[src/rtl/uart_pkg.sv]
// Shared UART definitions: frame state encoding, frame-size limits and the
// parity rule used by both the transmitter and the receiver.
package uart_pkg;

  localparam int UART_OVERSAMPLE = 16;
  localparam int DLEN_MIN        = 5;
  localparam int DLEN_MAX        = 8;

  typedef enum logic [2:0] {
    IDLE   = 3'd0,
    START  = 3'd1,
    DATA   = 3'd2,
    PARITY = 3'd3,
    STOP1  = 3'd4,
    STOP2  = 3'd5
  } uart_state_e;

  // Any length outside 5..8 is treated as a full byte.
  function automatic logic [3:0] norm_len(input logic [3:0] len);
    if (len >= 4'(DLEN_MIN) && len <= 4'(DLEN_MAX)) begin
      return len;
    end
    return 4'(DLEN_MAX);
  endfunction

  // Even parity = XOR of the active data bits, odd parity = XNOR.
  function automatic logic calc_parity(input logic [7:0] data,
                                       input logic [3:0] len,
                                       input logic       parity_type);
    logic [7:0] mask;
    mask = 8'hFF >> (4'd8 - norm_len(len));
    return parity_type ? ^(data & mask) : ~^(data & mask);
  endfunction

endpackage

[src/rtl/uart_tx_if.sv]
// Parallel-side and line-side signals of the UART transmitter.
interface uart_tx_if;

  logic       tx_start;
  logic [7:0] tx_data;
  logic       parity_en;
  logic       parity_type;
  logic [3:0] data_len;
  logic       stop2;
  logic       tx;
  logic       tx_busy;
  logic       tx_done;

  modport master (
    output tx_start, tx_data, parity_en, parity_type, data_len, stop2,
    input  tx, tx_busy, tx_done
  );

  modport slave (
    input  tx_start, tx_data, parity_en, parity_type, data_len, stop2,
    output tx, tx_busy, tx_done
  );

endinterface

[src/rtl/uart_bit_timer.sv]
// Bit-period counter: runs 0..CLKS_PER_BIT-1 and flags the last cycle of
// each period; held at zero while clear_i is high.
module uart_bit_timer #(
  parameter int CLKS_PER_BIT = 16
) (
  input  logic clk,
  input  logic rst,
  input  logic clear_i,
  output logic bit_end_o
);

  localparam int CW = (CLKS_PER_BIT > 1) ? $clog2(CLKS_PER_BIT) : 1;
  localparam logic [CW-1:0] LAST = CW'(CLKS_PER_BIT - 1);

  logic [CW-1:0] cnt_q;

  always_ff @(posedge clk or posedge rst) begin
    if (rst) begin
      cnt_q <= '0;
    end else if (clear_i || cnt_q == LAST) begin
      cnt_q <= '0;
    end else begin
      cnt_q <= cnt_q + CW'(1);
    end
  end

  assign bit_end_o = (cnt_q == LAST) && !clear_i;

endmodule

[src/rtl/uart_tx.sv]
// UART transmitter: start bit, 5..8 data bits LSB-first, optional parity,
// one or two stop bits, each bit held for CLKS_PER_BIT clocks.
module uart_tx
  import uart_pkg::*;
#(
  parameter int CLKS_PER_BIT = UART_OVERSAMPLE
) (
  input  logic     tx_clk,
  input  logic     rst,
  uart_tx_if.slave bus
);

  uart_state_e state_q;
  logic [7:0]  data_q;
  logic [3:0]  dlen_q;
  logic        par_en_q;
  logic        par_bit_q;
  logic        stop2_q;
  logic [2:0]  bit_idx_q;
  logic        tx_q;
  logic        busy_q;
  logic        done_q;

  logic        bit_end;
  logic [2:0]  last_idx;

  assign last_idx = 3'(dlen_q - 4'd1);

  // The timer is parked at zero in IDLE so a start bit always gets a full period.
  uart_bit_timer #(
    .CLKS_PER_BIT(CLKS_PER_BIT)
  ) u_bit_timer (
    .clk      (tx_clk),
    .rst      (rst),
    .clear_i  (state_q == IDLE),
    .bit_end_o(bit_end)
  );

  always_ff @(posedge tx_clk or posedge rst) begin
    if (rst) begin
      state_q   <= IDLE;
      data_q    <= '0;
      dlen_q    <= '0;
      par_en_q  <= 1'b0;
      par_bit_q <= 1'b0;
      stop2_q   <= 1'b0;
      bit_idx_q <= '0;
      tx_q      <= 1'b1;
      busy_q    <= 1'b0;
      done_q    <= 1'b0;
    end else begin
      done_q <= 1'b0;
      case (state_q)
        IDLE: begin
          tx_q   <= 1'b1;
          busy_q <= 1'b0;
          if (bus.tx_start) begin
            data_q    <= bus.tx_data;
            dlen_q    <= norm_len(bus.data_len);
            par_en_q  <= bus.parity_en;
            par_bit_q <= calc_parity(bus.tx_data, bus.data_len, bus.parity_type);
            stop2_q   <= bus.stop2;
            bit_idx_q <= '0;
            tx_q      <= 1'b0;
            busy_q    <= 1'b1;
            state_q   <= START;
          end
        end
        START: begin
          if (bit_end) begin
            tx_q    <= data_q[0];
            state_q <= DATA;
          end
        end
        DATA: begin
          if (bit_end) begin
            if (bit_idx_q == last_idx) begin
              if (par_en_q) begin
                tx_q    <= par_bit_q;
                state_q <= PARITY;
              end else begin
                tx_q    <= 1'b1;
                state_q <= STOP1;
              end
            end else begin
              bit_idx_q <= bit_idx_q + 3'd1;
              tx_q      <= data_q[bit_idx_q + 3'd1];
            end
          end
        end
        PARITY: begin
          if (bit_end) begin
            tx_q    <= 1'b1;
            state_q <= STOP1;
          end
        end
        STOP1: begin
          if (bit_end) begin
            if (stop2_q) begin
              state_q <= STOP2;
            end else begin
              busy_q  <= 1'b0;
              done_q  <= 1'b1;
              state_q <= IDLE;
            end
          end
        end
        STOP2: begin
          if (bit_end) begin
            busy_q  <= 1'b0;
            done_q  <= 1'b1;
            state_q <= IDLE;
          end
        end
        default: begin
          tx_q    <= 1'b1;
          busy_q  <= 1'b0;
          state_q <= IDLE;
        end
      endcase
    end
  end

  assign bus.tx      = tx_q;
  assign bus.tx_busy = busy_q;
  assign bus.tx_done = done_q;

endmodule

[src/flat_wrapper.sv]
// flat-port wrapper written by rule: the top's interface ports become plain ports
module uart_tx_flat import uart_pkg::*;
#(
  parameter int CLKS_PER_BIT = UART_OVERSAMPLE
)
  (tx_clk, rst, bus_tx_start, bus_tx_data, bus_parity_en, bus_parity_type, bus_data_len, bus_stop2, bus_tx, bus_tx_busy, bus_tx_done);
  uart_tx_if bus_i ();
  input  logic tx_clk;
  input  logic rst;
  input wire logic [$bits(bus_i.tx_start)-1:0] bus_tx_start;
  input wire logic [$bits(bus_i.tx_data)-1:0] bus_tx_data;
  input wire logic [$bits(bus_i.parity_en)-1:0] bus_parity_en;
  input wire logic [$bits(bus_i.parity_type)-1:0] bus_parity_type;
  input wire logic [$bits(bus_i.data_len)-1:0] bus_data_len;
  input wire logic [$bits(bus_i.stop2)-1:0] bus_stop2;
  output wire logic [$bits(bus_i.tx)-1:0] bus_tx;
  output wire logic [$bits(bus_i.tx_busy)-1:0] bus_tx_busy;
  output wire logic [$bits(bus_i.tx_done)-1:0] bus_tx_done;
  assign bus_i.tx_start = bus_tx_start;
  assign bus_i.tx_data = bus_tx_data;
  assign bus_i.parity_en = bus_parity_en;
  assign bus_i.parity_type = bus_parity_type;
  assign bus_i.data_len = bus_data_len;
  assign bus_i.stop2 = bus_stop2;
  assign bus_tx = bus_i.tx;
  assign bus_tx_busy = bus_i.tx_busy;
  assign bus_tx_done = bus_i.tx_done;
  uart_tx #(.CLKS_PER_BIT(CLKS_PER_BIT)) u_core (.tx_clk(tx_clk), .rst(rst), .bus(bus_i));
endmodule
[config.mk]
export PLATFORM = sky130hd
export DESIGN_NAME = uart_tx_flat
export DESIGN_NICKNAME = d
export VERILOG_FILES = /design/src/rtl/uart_pkg.sv /design/src/rtl/uart_tx_if.sv /design/src/rtl/uart_bit_timer.sv /design/src/rtl/uart_tx.sv /design/src/flat_wrapper.sv
export SDC_FILE = /design/constraint.sdc
export NUM_CORES = 1
export LEC_CHECK = 0
export ABC_AREA = 1
export CORE_UTILIZATION = 55
export DETAILED_ROUTE_END_ITERATION = 16
export MAX_ROUTING_LAYER = met4
export PLACE_DENSITY = 0.85
export SLEW_MARGIN = 10
export SYNTH_ARGS = -nofsm -noshare
export SYNTH_HDL_FRONTEND = slang
export SYNTH_HIERARCHICAL = 1
export SYNTH_SLANG_ARGS = --single-unit
[constraint.sdc]
create_clock -name tx_clk -period 3.78 [get_ports tx_clk]
set_input_delay 0.756 -clock tx_clk [delete_from_list [all_inputs] [get_ports tx_clk]]
set_output_delay 0.756 -clock tx_clk [all_outputs]
set_load 0.05 [all_outputs]
# Yosys cells after proc, flatten, opt, wreduce, memory -nomap -nowiden

Cells that the tools add are included.

Memories kept: 0
Bits in read-only memories: 0
Output and inout port bits: 3
Bits in registers: 27
Memory bits (writable): 0
Logic and storage cells: 94
Latch bits: 0

Divide/modulo/power cells: 0
Magnitude comparators: 3
Reduce and logical (&&, ||, !) cells: 15
Add/sub/neg operators: 4
$mul: 0
Eq/ne operators: 16
Mux-type cells: 41
Bitwise logic cells: 3
Shifts and indexed selects: 1

Operator list:

| operator            | count |
|---|---|
| $mux 3              | 12 |
| $mux 4              | 5 |
| $mux 1              | 18 |
| $pmux 3 s6          | 1 |
| $ne 2x1->1 const B  | 6 |
| $reduce_and 4->1    | 3 |
| $and 8x8->8         | 1 |
| $reduce_xnor 8->1   | 1 |
| $reduce_xor 8->1    | 1 |
| $shr 8x4->8 const A | 1 |
| $reduce_and 7->1    | 1 |
| $eq 3x2->1 const B  | 2 |
| $eq 3x3->1 const B  | 2 |
| $ne 2x2->1 const B  | 3 |
| $pmux 3 s2          | 1 |
| $pmux 1 s5          | 1 |
| $add 4x1->4 const B | 1 |
| $eq 4x4->1 const B  | 1 |
| $ge 4x3->1 const B  | 1 |
| $le 4x4->1 const B  | 1 |
| $lt 3x4->1 const B  | 1 |
| $pmux 1 s4          | 1 |
| $sub 4x4->4 const A | 1 |
| $add 3x1->3 const B | 1 |
| other kinds (14)    | 16 |

# Depth between registers and ports, before layout

Word-level depth: 13
Depth in mapped cells: 16
Mapped depth without buffers: 16

# By module

Netlist, hierarchy kept.

By module, submodules not included:

| module         | sequential area each (µm²) | instances | cells an instance | area an instance (µm²) |
|---|---|---|---|---|
| uart_tx        | 576.8                      | 1         | 221               | 1,511.4 |
| uart_bit_timer | 100.1                      | 1         | 20                | 197.7 |

# Worst setup path after synthesis

Ideal clock, no wire load.

Path kind: input -> register
From: in bus_data_len[3]
To: reg u_core.par_bit_q
Setup slack: 1,655 ps
Stages on the path: 14
Buffers on the path: 0
Required time: 3,663 ps
Arrival time: 2,007 ps
Cells stage by stage: inv_1 > nand3_1 > ha_1 > ha_1 > inv_1 > nand3_1 > nand2_1 > nand2_1 > nand2_1 > nand2_1 > inv_1 > nand2_1 > nand3_1 > nand2_1

Word-level cells in the longest chain between the ends: 13
Elaborated cells between the ends (all ways): 16
Those cells by class: add/sub (1); order compare (2); shift (1); mux (8); bitwise (1); reduce/logical (3)

Ends and longest elaborated chain:

| item                                                         | line               | source |
|---|---|---|
| start, declared                                              | flat_wrapper.sv:14 | `input wire logic [$bits(bus_i.data_len)-1:0] bus_data_len;` |
| $ge 4x3->1 / $le 4x4->1 (equally long branches)              | uart_pkg.sv:20     | `if (len >= 4'(DLEN_MIN) && len <= 4'(DLEN_MAX)) begin` |
| $logic_and 1x1->1                                            | uart_pkg.sv:20     |  |
| $mux 1                                                       | uart_pkg.sv:20     |  |
| $mux 1                                                       | uart_tx.sv:57      | `if (bus.tx_start) begin` |
| $mux 1                                                       | uart_tx.sv:53      | `case (state_q)` |
| $mux 4 (*)                                                   | -                  |  |
| $mux 4 (*)                                                   | uart_tx.sv:57      |  |
| $mux 4 (*)                                                   | uart_tx.sv:53      |  |
| $sub 4x4->4 (*)                                              | uart_pkg.sv:31     | `mask = 8'hFF >> (4'd8 - norm_len(len));` |
| $shr 8x4->8 (*)                                              | uart_pkg.sv:31     |  |
| $and 8x8->8 (*)                                              | uart_pkg.sv:32     | `return parity_type ? ^(data & mask) : ~^(data & mask);` |
| $reduce_xnor 8->1 / $reduce_xor 8->1 (equally long branches) | uart_pkg.sv:32     |  |
| $mux 1 (*)                                                   | uart_pkg.sv:32     |  |
| end signal, assigned                                         | uart_tx.sv:61      | `par_bit_q <= calc_parity(bus.tx_data, bus.data_len, bus.parity_type);` |
| end, declared                                                | uart_tx.sv:17      | `logic par_bit_q;` |

Every way passes the cells marked *; elsewhere a longest branch is shown, timed or not. The select of a mux whose other input is x is not followed.
A chain may end at the register's enable or synchronous reset.

# Worst setup path after layout

From: reg u_core.tx_q, in the netlist u_core/bus.tx
To: out bus_tx

RTL lines:

| item                   | line               | source |
|---|---|---|
| start, declared        | uart_tx.sv:20      | `logic tx_q;` |
| start signal, assigned | uart_tx.sv:71      | `tx_q <= data_q[0];` |
| start signal, assigned | uart_tx.sv:79      | `tx_q <= par_bit_q;` |
| start signal, assigned | uart_tx.sv:87      | `tx_q <= data_q[bit_idx_q + 3'd1];` |
| end, declared          | flat_wrapper.sv:16 | `output wire logic [$bits(bus_i.tx)-1:0] bus_tx;` |

No word-level cell between the ends.

==> reports/qor.csv <==
metric,value,unit
synth_cell_types,26,
placementRows,19,
setup_tns,0,ns
regArea,677,um2
criticalPathCategory,register to primary output,
finalCritPeriodShare,64.6,%
violations,design-rule violations,
cts_buffer_depth,2,
die_y,57.7,um
finClkSkew,0.0172,ns
grt_max_degree,24,
coreArea,0.00285,mm2
htree_levels,1,
path_delay_family,buffers and inverters,
clk_pin_slew,0.16,ns
wirelength,3260,um
crit_fanout,2,
setup_ws,1.34,ns
synth.area.top_cells,"dfrtp_1 (38%), nand2_1 (19%), inv_1 (6.8%)",
max_stage_delay,0.79,ns
use_met1,29.5,%
cp_slowest_cell,clkdlybuf4s50_1,
synth_top_area_cell,dfrtp_1,
dr.first_iter.drc_count,38,
whs,0.497,ns
clkPwrFrac,9.7,%
netlist_area,0.00171,mm2
numCtsBuffers,3,
switching_power,607,uW
setup_viol,0,
nFillCells,250,
final-max-slew-violation-count,0,
path_buf_inv,1,
cts-hold-fix-buffers,0,
p_seq_share,39.2,%
place_congestion,0.847,
dpl_cell_area,0.00193,mm2
start_util,59.9,%
final_area,0.00196,mm2
dp_hpwl,2570,um
postCtsSetupRepairBufs,0,
cts.sinks,27,
wl_per_cell,11.1,um
syn_inst,241,
die_w,57.7,um
vias,1495,
fin_crit,2.44,ns
hold_class,register to register,
arrival,1.69,ns
syn-num-nets,266,
pwr-share-comb,51.1,%
ir_worst_vdd,0.377,mV
portBuffers,20,
sw_frac_of_total,46.2,%
cp.required,3.02,ns
grt_overflow,0,
worstMarginPinSlew,0.854,ns
drc,1,
die-area,0.00333,mm2
worstSkewPairLatency,0.33,ns
antenna_cells,0,
via_per_inst,5.10,
final_nets,288,
dp_slack,1.05,ns
yosys_register_bits,27,
area_growth,14.9,%
rsz0062_at_grt,no,
cts_root_buf,clkbuf_4,
ant_nets,0,
gr-max-usage-layer,met2,
synth_top_cell_area_share,38.1,%
grtUsageMet3,2.01,%
finalHoldViolations,0,
intPower,708,uW
syn_area_per_cell,7.09,um2
leakage,0.00102,uW
ios,21,
yosysWarnings,6,
power.density,670,mW/mm2
maxCapViolations,0,
path_cells,clkdlybuf4s50_1,
drive_above_1_share,9.92,%
track_usage,22.6,%
grt_pass1_vias,1353,
cts_tree,built,
first_pass_iters,10,
post_cts_resized,0,
grt_antenna_before_repair,0,
crit_path_end_kind,primary output,
fmax,409,MHz
grt_pass1_wl,5750,um
ys_seq_area_share,39.6,%
slew_headroom,43.0,%
multiInputGateArea,878,um2
grtUsageMet2,37.0,%
cp-start-kind,register,
status,"finished, violations left",
## power groups by stage
stage	Sequential, uW	Combinational, uW	Clock [uW]
after CTS	513	676	131
after floorplan	522	515	0
after detailed placement	518	672	0
final	515	672	128
after global routing	529	767	146
after global placement	515	648	0
## state kept, by name (all words and copies together), names as in the netlist, 3 cells and up
name	count
u_core/bit_idx_q	3
u_core/data_q	8
u_core/dlen_q	3
u_core/u_bit_timer/cnt_q	4
u_core/state_q	3
## placed cells by master (no fill, tap or decap), drive strengths merged, types with 2 or more instances in the layout
cell           count
nand3             24
ha                 7
dfrtp             26
nand2             92
nor2              18
a21oi              2
xnor2              3
clkdlybuf4s50     20
inv               37
o21ai             15
nor3               6
clkbuf             3
## final timing paths
path / from / end / slack, ns / cells past startpoint
hold / removal: u_core/data_q[6] / u_core/data_q[6] / 0.50 / 2
setup reg to reg: u_core/state_q[2] / u_core/state_q[0] / 1.71 / 9
setup / recovery: u_core/bus.tx / bus_tx / 1.34 / 1
min in group asynchronous: rst / u_core/u_bit_timer/cnt_q[0] / 0.60 / 2
max in group asynchronous: rst / u_core/data_q[1] / 2.34 / 2
hold reg to reg: u_core/data_q[6] / u_core/data_q[6] / 0.50 / 2
## per-stage QoR
step	util (%)	total power [uW]	std cells
detailed placement	67.8	1190	289
global placement	67.8	1160	289
finish	68.8	1310	293
floorplan	-	1040	241
CTS	68.8	1320	293
global route	68.8	1440	293
## per-layer routing
metal,routed length [um],part of all wire (%),vias up
met5,0,0,-
met4,27,0.83,0
met3,56,1.7,2
met2,1580,49,22
met1,1590,49,672
li1,-,-,799
## synth_stat cells (all sizes together)
cell	count
inv	37
nand4	1
o22ai	1
nor3	6
nand2	92
o211ai	1
dfrtp	26
a21oi	2
xnor2	3
nor3b	1
dfstp	1
ha	7
nand3	24
buf	3
nor2	18
o21ai	15
o31ai	1
a211oi	1
o21bai	1
## kinds of logic after synthesis
| logic type | share of synthesized area [%] |
|---|---|
| AND/OR/NAND/NOR | 37.0 |
| buffers and inverters | 9.00 |
| flip-flops | 39.6 |
| AO/OA/AOI/OAI | 7.76 |
| adder cells (fa/ha/maj) | 5.12 |
| XOR/XNOR | 1.54 |
## final cells by class
class | instances | share of cell area (%)
Clock inverter | 1 | 0.382
Tap cell | 31 | 1.98
Timing Repair Buffer | 20 | 10.2
Clock buffer | 3 | 1.15
Inverter | 37 | 7.07
Sequential cell | 27 | 34.5
Multi-Input combinational cell | 174 | 44.7
(Power assumes the default switching activity.)
